**src/rtl/count_capture_fifo_pkg.sv**
```systemverilog
// Shared constants and sizing helpers for the counter capture FIFO.
// WIDTH default is shared with the free-running counter that feeds it.
package count_capture_fifo_pkg;

    localparam int COUNT_WIDTH = 4;
    localparam int CAPTURE_DEPTH = 4;

    function automatic int ptr_width(input int depth);
        return $clog2(depth);
    endfunction

    // One extra bit so the occupancy can represent DEPTH itself.
    function automatic int occ_width(input int depth);
        return $clog2(depth) + 1;
    endfunction

endpackage

```
**src/rtl/count_capture_fifo_sync_fifo_core.sv**
```systemverilog
// Synchronous FIFO core: storage, wrapping pointers and an occupancy counter.
// Full/empty come from the occupancy counter so pointers may wrap freely.
module sync_fifo_core
    import count_capture_fifo_pkg::*;
#(
    parameter int WIDTH = COUNT_WIDTH,
    parameter int DEPTH = CAPTURE_DEPTH
) (
    input  logic                        clock,
    input  logic                        reset,
    input  logic                        enq_req,
    input  logic [WIDTH-1:0]            enq_data,
    input  logic                        deq_ready,
    output logic                        deq_valid,
    output logic [WIDTH-1:0]            head_data,
    output logic [occ_width(DEPTH)-1:0] occupancy,
    output logic                        full,
    output logic                        enq_fire,
    output logic                        deq_fire
);

    localparam int PW = ptr_width(DEPTH);
    localparam int OW = occ_width(DEPTH);

    logic [WIDTH-1:0] mem [DEPTH];
    logic [PW-1:0]    head;
    logic [PW-1:0]    tail;

    // Handshake: a transfer happens on any rising edge where valid and ready
    // are both high; valid never depends on ready, and head data is held
    // stable while valid && !ready. An entry written this cycle is only
    // offered the next cycle (no enqueue-to-dequeue bypass).
    assign full      = (occupancy == OW'(DEPTH));
    assign deq_valid = (occupancy != '0);
    assign deq_fire  = deq_valid && deq_ready;
    assign enq_fire  = enq_req && (!full || deq_fire);
    assign head_data = mem[head];

    always_ff @(posedge clock) begin
        if (enq_fire) begin
            mem[tail] <= enq_data;
        end
    end

    always_ff @(posedge clock) begin
        if (!reset) begin
            head      <= '0;
            tail      <= '0;
            occupancy <= '0;
        end else begin
            if (enq_fire) begin
                tail <= tail + PW'(1);
            end
            if (deq_fire) begin
                head <= head + PW'(1);
            end
            if (enq_fire && !deq_fire) begin
                occupancy <= occupancy + OW'(1);
            end else if (deq_fire && !enq_fire) begin
                occupancy <= occupancy - OW'(1);
            end
        end
    end

endmodule

```
**src/rtl/count_capture_fifo.sv**
```systemverilog
// Captures counter snapshots on a strobe into a FIFO drained via valid/ready,
// with occupancy reporting and a sticky flag for captures lost while full.
module count_capture_fifo
    import count_capture_fifo_pkg::*;
#(
    parameter int WIDTH = COUNT_WIDTH,
    parameter int DEPTH = CAPTURE_DEPTH
) (
    input  logic                        clock,
    input  logic                        reset,
    input  logic [WIDTH-1:0]            io_count,
    input  logic                        io_capture,
    input  logic                        io_deq_ready,
    output logic                        io_deq_valid,
    output logic [WIDTH-1:0]            io_deq_bits,
    output logic [occ_width(DEPTH)-1:0] io_entries,
    output logic                        io_overflow,
    input  logic                        io_clear_overflow
);

    logic             deq_valid;
    logic [WIDTH-1:0] head_data;
    logic             full;
    logic             enq_fire;
    logic             deq_fire;
    logic             drop;

    sync_fifo_core #(
        .WIDTH (WIDTH),
        .DEPTH (DEPTH)
    ) u_core (
        .clock     (clock),
        .reset     (reset),
        .enq_req   (io_capture),
        .enq_data  (io_count),
        .deq_ready (io_deq_ready),
        .deq_valid (deq_valid),
        .head_data (head_data),
        .occupancy (io_entries),
        .full      (full),
        .enq_fire  (enq_fire),
        .deq_fire  (deq_fire)
    );

    // A capture is lost only when full and the head is not leaving this cycle.
    assign drop = io_capture && full && !deq_fire;

    assign io_deq_valid = deq_valid;
    assign io_deq_bits  = deq_valid ? head_data : '0;

    // Setting wins over clearing so a drop in the clear cycle is never missed.
    always_ff @(posedge clock) begin
        if (!reset) begin
            io_overflow <= 1'b0;
        end else if (drop) begin
            io_overflow <= 1'b1;
        end else if (io_clear_overflow) begin
            io_overflow <= 1'b0;
        end
    end

endmodule

```
**config.mk**
```make
export PLATFORM = sky130hd
export DESIGN_NAME = count_capture_fifo
export DESIGN_NICKNAME = d
export VERILOG_FILES = /design/src/rtl/count_capture_fifo_pkg.sv /design/src/rtl/count_capture_fifo_sync_fifo_core.sv /design/src/rtl/count_capture_fifo.sv
export SDC_FILE = /design/constraint.sdc
export NUM_CORES = 1
export LEC_CHECK = 0
export ABC_AREA = 1
export CAP_MARGIN = 20
export CORE_ASPECT_RATIO = 1.2
export CORE_UTILIZATION = 56
export DETAILED_ROUTE_END_ITERATION = 7
export GPL_ROUTABILITY_DRIVEN = 0
export PLACE_DENSITY = 0.82
export SETUP_SLACK_MARGIN = 0.02
export SLEW_MARGIN = 25
export SYNTH_ARGS = -nofsm -noshare
export SYNTH_HDL_FRONTEND = slang
export SYNTH_SLANG_ARGS = --single-unit
```
**constraint.sdc**
```tcl
create_clock -name clock -period 3.9 [get_ports clock]
set_clock_uncertainty 0.15 [all_clocks]
set_input_delay 0.78 -clock clock [delete_from_list [all_inputs] [get_ports clock]]
set_output_delay 0.78 -clock clock [all_outputs]
set_load 0.01 [all_outputs]
```
==> results of run 1 <==
[logic make-up after synthesis]
| kind of cell | synth area share (%) |
|---|---|
| AOI/OAI and AO/OA | 8.56 |
| xor gates and xnor gates | 0.749 |
| adders and majority gates | 7.06 |
| buffers and inverters | 6.84 |
| DFF | 58.2 |
| and+or+nand+nor | 18.6 |
[Yosys cell counts, drive strengths merged, types with 5 or more instances]
| library cell | count | area (µm²) |
|---|---|---|
| nand3 | 5 | 30.0 |
| edfxtp | 16 | 480 |
| a21oi | 11 | 55.1 |
| nand2 | 15 | 68.8 |
| dfxtp | 10 | 200 |
| o21ai | 9 | 45.0 |
| inv | 20 | 75.1 |
| nor2 | 26 | 105 |
| ha | 5 | 62.6 |
[path summary, 6_finish.rpt]
check,from,to,slack (ps),cells past startpoint
worst max-delay path,flop,io_deq_bits[1],1130,4
worst min-delay path,io_overflow,io_overflow,340,2
worst max register to register,u_core.occupancy[1],u_core.occupancy[1],1700,9
worst min register to register,io_overflow,io_overflow,340,2
[sequential cells by signal, indices dropped and copies added (netlist names), named ones only]
signal,flops
io_overflow,1
u_core.tail,2
u_core.head,2
u_core.mem,16
u_core.occupancy,3
[metrics by stage]
step	power (W)	setup slack, ps	cells
after detailed placement	0.000708	882	157
after global routing	0.000943	989	161
after global placement	0.000692	985	157
final	0.000892	1130	161
after floorplan	0.000568	1630	122
after CTS	0.000893	1080	161
[layout make-up]
class / count / area (µm²)
tap: 19 / 23.8
multi-input combinational: 75 / 409
clock buffer: 3 / 22.5
sequential: 26 / 681
timing repair buffer: 17 / 170
inverter: 20 / 75.1
fill: 149 / 482
clock inverter: 1 / 30.0
[metal layers]
layer  up-vias  share of wire (%)  GRT usage, %  routed length [µm]
met5         -                  0             0                   0
met3         5                3.2          3.13                  68
met2        21                 55          42.8                1170
li1        431                  -             -                   -
met1       392                 39          22.7                 832
met4         0                2.1          10.9                  44
[power groups by stage]
stage	sequential (W)	combinational [W]	clock, W
floorplan	0.000374	0.000195	0
global placement	0.000381	0.000310	0
detailed placement	0.000383	0.000325	0
CTS	0.000379	0.000331	0.000183
global route	0.000384	0.000368	0.000191
finish	0.000378	0.000332	0.000182
[worst min-delay path, cell delays in order, from the launching register on]
cell and delay (ps):
dfxtp_1 340, nand2_1 60, a21oi_1 50
==> flow_summary.yaml, run 1 <==
outcome:
  status: "finished, violations left"
  violations: "design-rule violations"
cells_and_area:
  final_util_pct: 74.6
  nets: 158
  drive_gt1_share_pct: 6.34
  final_area_mm2: 0.00141
  final_common_cell: "nor2_1"
  area_growth_pct: 20.6
  mostFrequentLayoutCells: "25 x nor2_1, 20 x inv_1, 17 x clkdlybuf4s50_1, 16 x edfxtp_1, 12 x nand2_1"
  n_antenna_cell: 0
clocking:
  post_cts_buffers: 0
  cts_tree: "done"
  clk_path_buf_depth: 2
  hold_buffers: 0
  cts-resized-gates: 0
  htreeDepth: 1
  cts_buffers: 3
  cts_sinks: 26
  cts-root-buf: "clkbuf_4"
  path_clk_slew_ps: 130
  clock_latency_ps: 320
worst_setup_path:
  end_kind: "output port"
  critPathRequiredTime_ps: 2970
  cp_data_arrival_time_ps: 1840
  cp_max_fo: 9
  crit_buf_inv: 2
  critPathLaunchType: "flop"
  worstPathCellList: "inv_1 > o21ai_0 > a21oi_1 > clkdlybuf4s50_1"
  critical_path_class: "flop to output port"
  crit_family: "buffers and inverters"
  slowest_delay_ps: 510
  slowest_stage: "dfxtp_1"
pwr:
  sw_frac_of_total_pct: 33.6
  p_int_w: 0.000593
  p_comb_share_pct: 37.2
  seqPwrFrac_pct: 42.4
  pwr-share-clk_pct: 20.4
  power_switching_w: 0.000300
  p_per_area_mw_per_mm2: 632
  leakage_nw: 0.568
  peakVddDrop_mv: 0.502
yosys:
  synth-seq-area-share_pct: 58.2
  mappedNetlistArea_mm2: 0.00117
  ys_ff_latch: 26
  synthesis.nets: 137
  avgSynthCellArea_um2: 9.59
  ys_warn_count: 0
  async_flop_share_pct: 0
  synth_ff_type: "edfxtp_1"
  netlist_instances: 122
  synth_edf_count: 16
  yosysUniqueCellTypes: 18
detailed_routing:
  num_vias: 849
  drtIter0Drc: 20
  totalWireLength_mm: 2.12
  vias_per_cell: 5.27
  dr.pass1.iters: 6
  drc_errors: 1
  wl_per_cell_um: 13.1
  ant_nets: 0
global_routing:
  grt_pass1_vias: 847
  grt_overflow: 0
  grt.total_usage_pct: 22.3
  grt_pass1_wl_mm: 3.54
  grt_max_degree: 16
  antenna_found_initial: 0
timing:
  fin_crit_ps: 2770
  fin_crit_sh_pct: 71.0
  slew_viol_final: 0
  max_freq_mhz: 361
  rsz0062_at_grt: "false"
  holdWs_ps: 337
  setup_tns_ps: 0
  tightest_slew_ps: 407
  hold_viol_final: 0
  maxSlewHeadroom_pct: 72.8
  setup_viol: 0
floorplan:
  core_area_mm2: 0.00189
  rows: 17
  die_w_um: 43.7
  dieArea_mm2: 0.00228
  ioPinCount: 18
  die_h_um: 52.1
  start_util_pct: 61.8
flow_run:
  cap_violations: 0
place:
  dp_hpwl_mm: 1.62
  port_buffers: 17
  place_area_mm2: 0.00136
worst_hold_path:
  hold_path.class: "flop to flop"
Note: power is estimated with default switching activity, not from simulation.
==> run 2, diff against run 1 <==
CORE_UTILIZATION = 52   (was 56)
PLACE_DENSITY = 0.77   (was 0.82)
clock period = 2.85 ns   (was 3.9 ns; I/O delays follow)
==> run 2 against run 1 <==
Compared with the run above: the run now ends clean; flip-flop and latch count is the same; sequential share of layout area grew 0.17 points; register-to-register slack lost 890 ps; utilization down 7.4 points; clock power shrank 18%; cell count rose by 7.5%; final area down 0.35%; wire length fell by 4.1%; largest power group unchanged.
==> flow_summary.yaml, run 2 (synthesis results as in run 1) <==
timing:
  setup_tns_ps: 0
  tightest_slew_ps: 432
  max_freq_mhz: 400
  hold_viol_final: 0
  rsz0062_at_grt: "false"
  holdWs_ps: 339
  slew_viol_final: 0
  setup_viol: 0
  maxSlewHeadroom_pct: 71.1
  fin_crit_ps: 2500
  fin_crit_sh_pct: 87.8
worst_setup_path:
  end_kind: "output port"
  cp_data_arrival_time_ps: 1780
  cp_max_fo: 9
  critPathLaunchType: "flop"
  critical_path_class: "flop to output port"
  critPathRequiredTime_ps: 2130
clocking:
  post_cts_buffers: 0
  cts_tree: "done"
  cts-resized-gates: 0
  hold_buffers: 0
  path_clk_slew_ps: 120
  cts_buffers: 3
  clock_latency_ps: 310
  cts_sinks: 26
  cts-root-buf: "clkbuf_4"
  htreeDepth: 1
  clk_path_buf_depth: 2
cells_and_area:
  n_antenna_cell: 0
  final_common_cell: "nor2_1"
  regMostFlops: "u_core.mem"
  final_area_mm2: 0.00141
  finalNonFillerCells: 173
  nets: 159
  drive_gt1_share_pct: 6.29
  mostFrequentLayoutCells: "25 x nor2_1, 20 x inv_1, 17 x clkdlybuf4s50_1, 16 x edfxtp_1, 12 x nand2_1"
  largest_register_ffs: 16
  fillCellCount: 175
  area_growth_pct: 20.2
  biggestRegsByFlops: "u_core.mem (16), u_core.occupancy (3)"
floorplan:
  ioPinCount: 18
  die_w_um: 45.3
  core_area_mm2: 0.00209
  start_util_pct: 55.9
  rows: 18
  dieArea_mm2: 0.00244
  die_h_um: 54.0
global_routing:
  grt_pass1_vias: 744
  grt_max_degree: 15
  grt_use_met2_pct: 33.6
  top_usage_layer: "met2"
  grt_pass1_wl_mm: 3.36
  grt.total_usage_pct: 20.5
  grt_use_met1_pct: 25.4
  grt_overflow: 0
  antenna_found_initial: 0
  met3_usage_pct: 3.02
pwr:
  p_per_area_mw_per_mm2: 784
  p_total_w: 0.00110
  leakage_nw: 0.559
  peakVddDrop_mv: 0.482
place:
  dp_cells: 169
  place_area_mm2: 0.00138
  port_buffers: 17
  dp_hpwl_mm: 1.64
detailed_routing:
  num_vias: 834
  vias_per_cell: 4.82
  totalWireLength_mm: 2.03
  ant_nets: 0
  drtIter0Drc: 18
  wl_per_cell_um: 11.7
  drc_errors: 0
  dr.pass1.iters: 4
flow_run:
  cap_violations: 0
worst_hold_path:
  hold_path.class: "flop to flop"
outcome:
  status: "finished, final reports clean"
-- run 2: cell types whose count changed in the layout (fill, tap and decap cells not counted), sizes merged --
| cell | before | now |
|---|---|---|
| clkbuf | 3 | 4 |
| bufinv | 1 | 0 |
| buf | 0 | 1 |
-- run 2: per-layer routing --
metal	wire length, µm	part of all wire, %
met5	0	0
met3	43	2.1
met2	1020	50
met1	922	45
met4	41	2.0
-- run 2: report_power, final --
part / switching, W / leakage (nW) / internal, W / total, W
Combinational: 0.000228 / 0.315 / 0.000211 / 0.000439
Sequential: 0.0000593 / 0.229 / 0.000456 / 0.000515
Clock: 0.0000946 / 0.0150 / 0.0000546 / 0.000149
-- run 2: worst paths after layout --
check                      startpoint             endpoint  slack [ps]  cells after the start
setup / recovery                 flop       io_deq_bits[1]         350                      4
hold / removal            io_overflow          io_overflow         340                      2
setup reg to reg  u_core.occupancy[1]  u_core.occupancy[1]         810                      9
hold reg to reg           io_overflow          io_overflow         340                      2
-- run 2: stage by stage --
| step | setup WS, ps | utilization (%) |
|---|---|---|
| floorplan | 793 | - |
| global placement | 272 | 65.9 |
| detailed placement | 213 | 65.9 |
| CTS | 310 | 67.1 |
| global route | 192 | 67.1 |
| finish | 347 | 67.1 |
-- run 2: worst max-delay path: stages (launching register included) --
cell and delay (ps):
dfxtp_1 510, inv_1 190, o21ai_0 210, a21oi_1 90, clkdlybuf4s50_1 480
-- run 2: cell type report --
cell class / count / area, µm² / area share [%]
inverter: 20 / 75.1 / 5.34
timing repair buffer: 18 / 178 / 12.6
tap: 30 / 37.5 / 2.67
clock buffer: 4 / 26.3 / 1.87
sequential: 26 / 681 / 48.4
multi-input combinational: 75 / 409 / 29.1
